**config.mk**
```make
export PLATFORM = sky130hd
export DESIGN_NAME = alarm_controller
export DESIGN_NICKNAME = d
export VERILOG_FILES = /design/src/rtl/alarm_ctrl_pkg.sv /design/src/rtl/alarm_ctrl_channel.sv /design/src/rtl/alarm_controller.sv
export SDC_FILE = /design/constraint.sdc
export NUM_CORES = 2
export LEC_CHECK = 0
export ABC_CLOCK_PERIOD_IN_PS = 8119
export CAP_MARGIN = 10
export CORE_ASPECT_RATIO = 0.7
export CORE_MARGIN = 2
export CORE_UTILIZATION = 40
export DETAILED_ROUTE_END_ITERATION = 8
export PLACE_DENSITY = 0.64
export SYNTH_ARGS = -nofsm -noshare
export SYNTH_HDL_FRONTEND = slang
export SYNTH_HIERARCHICAL = 1
export SYNTH_SLANG_ARGS = --single-unit
```
**constraint.sdc**
```tcl
create_clock -name clk_i -period 8.12 [get_ports clk_i]
set_input_delay 1.218 -clock clk_i [delete_from_list [all_inputs] [get_ports clk_i]]
set_output_delay 1.218 -clock clk_i [all_outputs]
set_load 0.02 [all_outputs]
```
**src/rtl/alarm_ctrl_pkg.sv**
```systemverilog
// Alarm controller shared definitions.
// Command encodings and per-channel state type.
package alarm_ctrl_pkg;

  localparam logic [1:0] CMD_ARM_ONESHOT  = 2'b00;
  localparam logic [1:0] CMD_ARM_PERIODIC = 2'b01;
  localparam logic [1:0] CMD_DISARM       = 2'b10;
  localparam logic [1:0] CMD_RSVD         = 2'b11;

  typedef enum logic [1:0] {
    ST_IDLE     = 2'd0,
    ST_ONESHOT  = 2'd1,
    ST_PERIODIC = 2'd2
  } ch_state_e;

  function automatic logic cmd_is_legal(
    input logic [1:0] cmd
  );
    return cmd != CMD_RSVD;
  endfunction

endpackage

```
**src/rtl/alarm_ctrl_channel.sv**
```systemverilog
// One alarm channel: arm/disarm FSM, periodic reload,
// hit blanking and sticky pending/overrun flags.
module alarm_ctrl_channel
  import alarm_ctrl_pkg::*;
#(
  parameter int TW = 32
) (
  input  logic          clk_i,
  input  logic          rst_an_i,
  input  logic          i_we,
  input  logic [1:0]    i_cmd,
  input  logic [TW-1:0] i_value,
  input  logic [TW-1:0] i_period,
  input  logic          i_hit,
  input  logic          i_ack,
  output logic          o_en,
  output logic [TW-1:0] o_val,
  output logic          o_pending,
  output logic          o_overrun
);

  ch_state_e     r_state;
  ch_state_e     w_state_nx;
  logic [TW-1:0] r_val;
  logic [TW-1:0] w_val_nx;
  logic [TW-1:0] r_per;
  logic [TW-1:0] w_per_nx;
  logic          r_blank;
  logic          w_blank_nx;
  logic          r_pend;
  logic          r_ovr;
  logic          w_vhit;

  // Generator still compares against the old value for one cycle.
  assign w_vhit = i_hit & (r_state != ST_IDLE) & ~r_blank;

  always_ff @(posedge clk_i or negedge rst_an_i) begin
    if (!rst_an_i) begin
      r_state <= ST_IDLE;
      r_val   <= '0;
      r_per   <= '0;
      r_blank <= 1'b0;
      r_pend  <= 1'b0;
      r_ovr   <= 1'b0;
    end else begin
      r_state <= w_state_nx;
      r_val   <= w_val_nx;
      r_per   <= w_per_nx;
      r_blank <= w_blank_nx;
      if (i_ack) begin
        r_pend <= w_vhit;
        r_ovr  <= 1'b0;
      end else begin
        r_pend <= r_pend | w_vhit;
        r_ovr  <= r_ovr | (w_vhit & r_pend);
      end
    end
  end

  always_comb begin
    w_state_nx = r_state;
    w_val_nx   = r_val;
    w_per_nx   = r_per;
    w_blank_nx = 1'b0;
    unique case (r_state)
      ST_ONESHOT: begin
        if (w_vhit) w_state_nx = ST_IDLE;
      end
      ST_PERIODIC: begin
        if (w_vhit) begin
          w_val_nx   = r_val + r_per;
          w_blank_nx = 1'b1;
        end
      end
      default: ;
    endcase
    // A same-cycle command overrides the hit's effect on state/value.
    if (i_we) begin
      unique case (1'b1)
        (i_cmd == CMD_ARM_ONESHOT): begin
          w_state_nx = ST_ONESHOT;
          w_val_nx   = i_value;
          w_blank_nx = 1'b1;
        end
        (i_cmd == CMD_ARM_PERIODIC): begin
          w_state_nx = (i_period == '0) ? ST_ONESHOT
                                        : ST_PERIODIC;
          w_val_nx   = i_value;
          w_per_nx   = i_period;
          w_blank_nx = 1'b1;
        end
        (i_cmd == CMD_DISARM): begin
          w_state_nx = ST_IDLE;
          w_val_nx   = r_val;
          w_blank_nx = 1'b0;
        end
        default: ;
      endcase
    end
  end

  assign o_en      = (r_state != ST_IDLE);
  assign o_val     = r_val;
  assign o_pending = r_pend;
  assign o_overrun = r_ovr;

endmodule

```
**src/rtl/alarm_controller.sv**
```systemverilog
// Multi-channel alarm controller: command decode,
// channel array, error pulse and interrupt output.
module alarm_controller
  import alarm_ctrl_pkg::*;
#(
  parameter int TIMER_BITWIDTH = 32,
  parameter int NB_CAPTURES    = 10,
  localparam int CHW = $clog2(NB_CAPTURES),
  localparam int TW  = TIMER_BITWIDTH
) (
  input  logic                      clk_i,
  input  logic                      rst_an_i,
  input  logic                      cfg_valid_i,
  output logic                      cfg_ready_o,
  input  logic [CHW-1:0]            cfg_ch_i,
  input  logic [1:0]                cfg_cmd_i,
  input  logic [TW-1:0]             cfg_value_i,
  input  logic [TW-1:0]             cfg_period_i,
  output logic                      cfg_err_o,
  input  logic [NB_CAPTURES-1:0]    hit_i,
  output logic [NB_CAPTURES-1:0]    alarm_en_o,
  output logic [TW*NB_CAPTURES-1:0] alarm_val_o,
  input  logic [NB_CAPTURES-1:0]    irq_ack_i,
  output logic [NB_CAPTURES-1:0]    irq_pending_o,
  output logic [NB_CAPTURES-1:0]    overrun_o,
  output logic                      irq_o
);

  logic                   r_ready;
  logic                   r_err;
  logic                   r_irq;
  logic                   w_acc;
  logic                   w_ch_ok;
  logic                   w_cmd_ok;
  logic [NB_CAPTURES-1:0] w_we;

  assign w_acc    = cfg_valid_i & r_ready;
  assign w_ch_ok  = ({1'b0, cfg_ch_i} < (CHW+1)'(NB_CAPTURES));
  assign w_cmd_ok = w_acc & w_ch_ok & cmd_is_legal(cfg_cmd_i);

  always_ff @(posedge clk_i or negedge rst_an_i) begin
    if (!rst_an_i) begin
      r_ready <= 1'b0;
      r_err   <= 1'b0;
      r_irq   <= 1'b0;
    end else begin
      r_ready <= 1'b1;
      r_err   <= w_acc & ~(w_ch_ok & cmd_is_legal(cfg_cmd_i));
      r_irq   <= |irq_pending_o;
    end
  end

  for (genvar g = 0; g < NB_CAPTURES; g++) begin : g_ch
    assign w_we[g] = w_cmd_ok & (cfg_ch_i == CHW'(g));

    alarm_ctrl_channel #(
      .TW(TW)
    ) u_ch (
      .clk_i     (clk_i),
      .rst_an_i  (rst_an_i),
      .i_we      (w_we[g]),
      .i_cmd     (cfg_cmd_i),
      .i_value   (cfg_value_i),
      .i_period  (cfg_period_i),
      .i_hit     (hit_i[g]),
      .i_ack     (irq_ack_i[g]),
      .o_en      (alarm_en_o[g]),
      .o_val     (alarm_val_o[g*TW +: TW]),
      .o_pending (irq_pending_o[g]),
      .o_overrun (overrun_o[g])
    );
  end

  assign cfg_ready_o = r_ready;
  assign cfg_err_o   = r_err;
  assign irq_o       = r_irq;

endmodule

```
Word-level counts from Yosys, hierarchy flattened
Cells that the tools add are included.
- register bits: 693
- bits in latches: 0
- bits in writable memories: 0
- bits in read-only memories: 0
- output and inout bits: 353
- memories: 0
- $add $sub $neg: 10
- $mul: 0
- divide/modulo/power cells: 0
- magnitude comparators: 1
- equality and inequality tests: 42
- shift-type cells: 0
- muxes and demuxes: 141
- bitwise operators: 76
- reduce and logical (&&, ||, !) cells: 25
- operators with widths (kind ; count):
    $mux 32 ; 30
    $pmux 32 s2 ; 10
    $add 32x32->32 ; 10
    $mux 2 ; 31
    $pmux 2 s3 ; 10
    $mux 1 ; 50
    $and 1x1->1 ; 45
    $logic_not 32->1 ; 1
    $eq 2x1->1 const B ; 11
    $eq 2x2->1 const B ; 11
    $ne 2x2->1 const B ; 11
    $or 1x1->1 ; 20
    $pmux 1 s2 ; 10
    $reduce_and 2->1 ; 10
    $reduce_bool 2->1 ; 10
    $eq 4x3->1 const B ; 4
    $not 1->1 ; 11
    $reduce_or 10->1 ; 1
    $eq 4x2->1 const B ; 2
    $eq 4x4->1 const B ; 2
    $eq 4x1->1 const B ; 1
    $logic_not 4->1 ; 1
    $lt 4x4->1 const B ; 1
    $logic_not 2->1 ; 1
    $reduce_or 2->1 ; 1

Depth between registers and ports, before layout
- depth after elaboration: 7
- gate-level depth with buffers: 11
- gate-level depth less buffers: 11

Modules after synthesis
Netlist, hierarchy kept.
- by module, submodules not included (module ; instances ; cells an instance ; area an instance (µm²)):
    alarm_ctrl_channel (g_ch[3].u_ch ...) ; 5 ; 455 ; 4390.5
    alarm_ctrl_channel (g_ch[0].u_ch ...) ; 3 ; 461 ; 4448.0
    alarm_ctrl_channel (g_ch[8].u_ch ...) ; 2 ; 493 ; 4882.2
    alarm_controller ; 1 ; 30 ; 261.5

Worst setup path after synthesis
Ideal clock, no wire load.
- path type: input to register
- start point: input port cfg_cmd_i[0]
- end point: register g_ch[6].u_ch.r_val[21]
- arrival time: 3106 ps
- required time: 8043 ps
- path slack: 4937 ps
- stages: 10
- cells stage by stage: and2_1 -> buf_6 -> nor4_2 -> inv_1 -> nor2_1 -> o21ai_0 -> inv_2 -> buf_2 -> o22ai_1 -> a21oi_1
- longest elaborated chain between the ends: 4
- elaborated cells on any way between the ends: 10
- RTL lines (item ; line ; text):
    start: declaration ; alarm_controller.sv:16 ; input logic [1:0] cfg_cmd_i,
    $ne 2x2->1 (*) ; alarm_ctrl_pkg.sv:19 ; return cmd != CMD_RSVD;
    $and 1x1->1 (*) ; alarm_controller.sv:39 ; assign w_cmd_ok = w_acc & w_ch_ok & cmd_is_legal(cfg_cmd_i);
    $and 1x1->1 (*) ; alarm_controller.sv:54 ; assign w_we[g] = w_cmd_ok & (cfg_ch_i == CHW'(g));
    net w_we[6] ; alarm_controller.sv:35 ; logic [NB_CAPTURES-1:0] w_we;
    $ne 2x2->1 (no source line) or $mux 32 (tied branches) ; -- ;
    end signal: assignment ; alarm_ctrl_channel.sv:47 ; r_val <= w_val_nx;
    end: declaration ; alarm_ctrl_channel.sv:24 ; logic [TW-1:0] r_val;
The timed path passes the listed nets; every way through them passes the cells marked *.
A chain may end at the register's enable or synchronous reset.

Worst setup path in the final report
- start point: input port cfg_ch_i[2]
- end point: register g_ch[1].u_ch.r_val[24]
- longest elaborated chain between the ends: 5
- elaborated cells on any way between the ends: 7
- RTL lines (item ; line ; text):
    start: declaration ; alarm_controller.sv:15 ; input logic [CHW-1:0] cfg_ch_i,
    $lt 4x4->1 ; alarm_controller.sv:38 ; assign w_ch_ok = ({1'b0, cfg_ch_i} < (CHW+1)'(NB_CAPTURES));
    $and 1x1->1 (2 in a row) ; alarm_controller.sv:39 ;
    $and 1x1->1 (*) ; alarm_controller.sv:54 ;
    net w_we[1] ; alarm_controller.sv:35 ;
    $ne 2x2->1 (no source line) or $mux 32 (tied branches) ; -- ;
    end signal: assignment ; alarm_ctrl_channel.sv:47 ;
    end: declaration ; alarm_ctrl_channel.sv:24 ;
Marks and branches as above.

==> qor.txt <==
share of cells above drive strength 1: 14.9%
setup bufs post-CTS: 0
met2 Use GR: 47.5%
Final Cell Area: 0.0539 sq mm
first-pass GRT wire length: 282000 um
CTS tree: done
hold_sp: g_ch[0].u_ch/o_overrun
clock sink count: 693
Worst Setup End Kind: flop
CP max-delay cell: clkinv_1
area grow syn2layout: 18.8%
worst reg2reg setup slack: 4.47 ns
gr usage total: 33.1%
vias in the first global route: 39600
final worst slack: 3.72 ns
Inserted Clock Buffers: 77
Reg2Reg Launch Point: cfg_ready_o
Seq/Total Area, Yosys: 38.3%
final hold viol count: 0
Post-synth ARST share: 100%
Final setup violation count: 0
CTS Hold Buffers Added: 0
final net count: 5506
clock transition at the registers of the reported paths: 0.06 ns
max incr delay on CP: 0.88 ns
syn_area_per_cell: 9.70 sq um
Synth Warn #: 6
routed len/inst: 29.4 um
pre-CTS setup slack: 3.09 ns
chip width: 406 um
worst skew pair latency: 0.68 ns
row cnt: 103
TNS Setup: 0 ns
placed inst area: 0.0513 sq mm
CTS Buffer Depth: 3
Starting DRT DRC Count: 4680
die area: 0.116 sq mm
most used cell, CP: o22ai_1
Synth Register Bits: 693
top cell family by delay on the critical path: compound AO/OA/AOI/OAI gates
Initial Util: 40.3%
met1 usage: 47.2%
Buf/Inv on CP: 2
required time worst endpoint: 8.67 ns
synth unique cells: 108
io pins: 446
routability cong.: 0.957
I/O Buffers: 445
total power: 18.6 mW
Routed Wire Length: 196000 um
status: complete, no violations
drt pass-1 iters: 6
synthesized instance count: 4674
DRC: 0
worst endpoint data arrival time: 4.94 ns
HP Class: reg2reg
GRT busiest layer: met2
crit path max fanout: 27
largest net degree at the start of global routing: 160
crit path cell chain: clkdlybuf4s50_1 -> a211o_2 -> nor2_1 -> nand3b_1 -> o21ai_1 -> clkinv_1 -> o22ai_1 -> a211o_1 -> o22ai_1
die height: 286 um
core area: 0.113 sq mm
Vias/cell: 6.31
ys flop type: dfrtp_1
via count: 42200
met3 global-route usage: 9.86%
Worst-Margin Slew: 1.27 ns
Post-Route Skew: 0.0292 ns
top achievable clock speed: 227 MHz
clk root buf: clkbuf_16
Startpoint Class: input pin
# resized after CTS: 0
htree depth: 3
Netlist Area Pre-Place: 0.0453 sq mm
post-route ant nets: 0
max cap viols: 0
final slew viol count: 0
leak pwr: 24.0 nW
crit path time final: 4.40 ns
Slew HR: 15.6%
kind of critical path: in2reg
post-DP HPWL: 130000 um
total gr overflow: 0
VDD IR max: 0.000185 V
Tcrit/Tclk final: 54.2%
pwr/cell area: 345 mW/mm^2
RSZ-0062 raised after global routing: no
syn_nets: 5087
Post-synth EDFFs: 0
CP startpoint: cfg_ch_i[2]
initial antenna violation count: 33
cell families after synthesis:
kind of cell / after synthesis / synth area share (%)
AOI/OAI and AO/OA: 1642 / 23.9
xor gates and xnor gates: 273 / 5.28
adders and majority gates: 320 / 9.00
buffers and inverters: 269 / 2.53
DFF: 693 / 38.3
muxes: 330 / 8.19
other: 1 / 0.00827
and+or+nand+nor: 1146 / 12.9
synthesized netlist by cell type, types with 10 or more instances:
master / n / area, sq um
a21o_1: 133 / 998
o31ai_1: 16 / 120
nand3_1: 99 / 495
o21bai_1: 54 / 405
nand3b_1: 30 / 225
nand2b_1: 29 / 181
ha_1: 310 / 3880
a22o_1: 16 / 140
nor2_1: 274 / 1030
buf_2: 51 / 255
nand2_1: 322 / 1210
a21boi_0: 23 / 173
nor3_1: 60 / 300
clkbuf_1: 88 / 330
o22ai_1: 248 / 1550
o21ai_1: 34 / 170
xor2_1: 113 / 990
dfrtp_1: 693 / 17300
nor2b_1: 10 / 62.6
o211ai_1: 16 / 120
fa_1: 10 / 200
o221ai_1: 18 / 158
or3_1: 12 / 75.1
o21a_1: 29 / 218
nor4_1: 94 / 588
xnor2_1: 160 / 1400
a21oi_1: 562 / 2810
buf_1: 30 / 113
nand4_1: 93 / 582
o31ai_2: 10 / 125
and2_1: 16 / 100
nor3b_1: 13 / 97.6
o21ai_2: 10 / 87.6
a31oi_1: 46 / 288
a211oi_1: 25 / 188
mux2_2: 320 / 3600
a311oi_1: 19 / 166
inv_1: 79 / 297
a21oi_2: 13 / 114
o21ai_0: 188 / 941
a22oi_1: 44 / 330
and3_1: 19 / 119
routing by layer:
metal	vias to the layer above	wire length (um)
met1	21000	85200
met5	-	71
met2	2177	81400
met4	12	7320
li1	18600	-
met3	362	22300
final timing paths:
kind | end | cells past startpoint
worst max-delay path | g_ch[1].u_ch/o_val[24] | 9
worst min-delay path | g_ch[0].u_ch/o_overrun | 2
worst max register to register | g_ch[1].u_ch/o_val[24] | 8
worst min register to register | g_ch[0].u_ch/o_overrun | 2
max in group asynchronous | g_ch[4].u_ch/r_per[21] | 2
min in group asynchronous | g_ch[9].u_ch/o_val[10] | 1
flip-flops by register name, summed over array words and instances, names as in the netlist, 10 cells and up:
signal               flops
g_ch.u_ch/o_overrun     10
g_ch.u_ch/o_pending     10
g_ch.u_ch/o_val        320
g_ch.u_ch/r_blank       10
g_ch.u_ch/r_per        320
g_ch.u_ch/r_state       20
through the flow:
stage / std cells / hold WS [ns] / utilization (%)
global placement: 6536 / 0.484 / 45.6
floorplan: 4674 / 0.484 / -
global route: 6673 / 0.517 / 47.9
detailed placement: 6536 / 0.486 / 45.6
CTS: 6673 / 0.499 / 47.9
finish: 6678 / 0.501 / 47.9
cells in the final DEF (no fill, tap or decap), drive strengths merged, types with 52 or more instances in the layout:
cell type / n
dfrtp: 693
a21oi: 584
clkdlybuf4s50: 398
nand2: 326
mux2: 322
ha: 310
nor2: 278
o22ai: 248
o21ai: 237
xnor2: 160
a21o: 138
buf: 120
xor2: 113
clkbuf: 110
nand3: 103
nor4: 97
nand4: 96
inv: 92
nor3: 61
o21bai: 56
a31oi: 52
power breakdown:
group          switching [mW]  internal, mW
sequential               1.18          4.34
combinational            5.54          3.83
clock                    1.57          2.10
total                    8.29          10.3
worst min-delay path: stages, from the launching register on:
cell     delay (ns)
dfrtp_1        0.34
nor2_1         0.05
nor2_1         0.07
area by class of cell:
class / count / area [sq um]
Sequential cell: 693 / 17300
Clock buffer: 110 / 2260
Timing Repair Buffer: 518 / 4810
Multi-Input combinational cell: 3712 / 26900
Tap cell: 1522 / 1900
Fill cell: 10600 / 58700
Inverter: 91 / 342
Clock inverter: 27 / 297
Antenna cell: 5 / 12.5
Note: power is estimated with default switching activity, not from simulation.
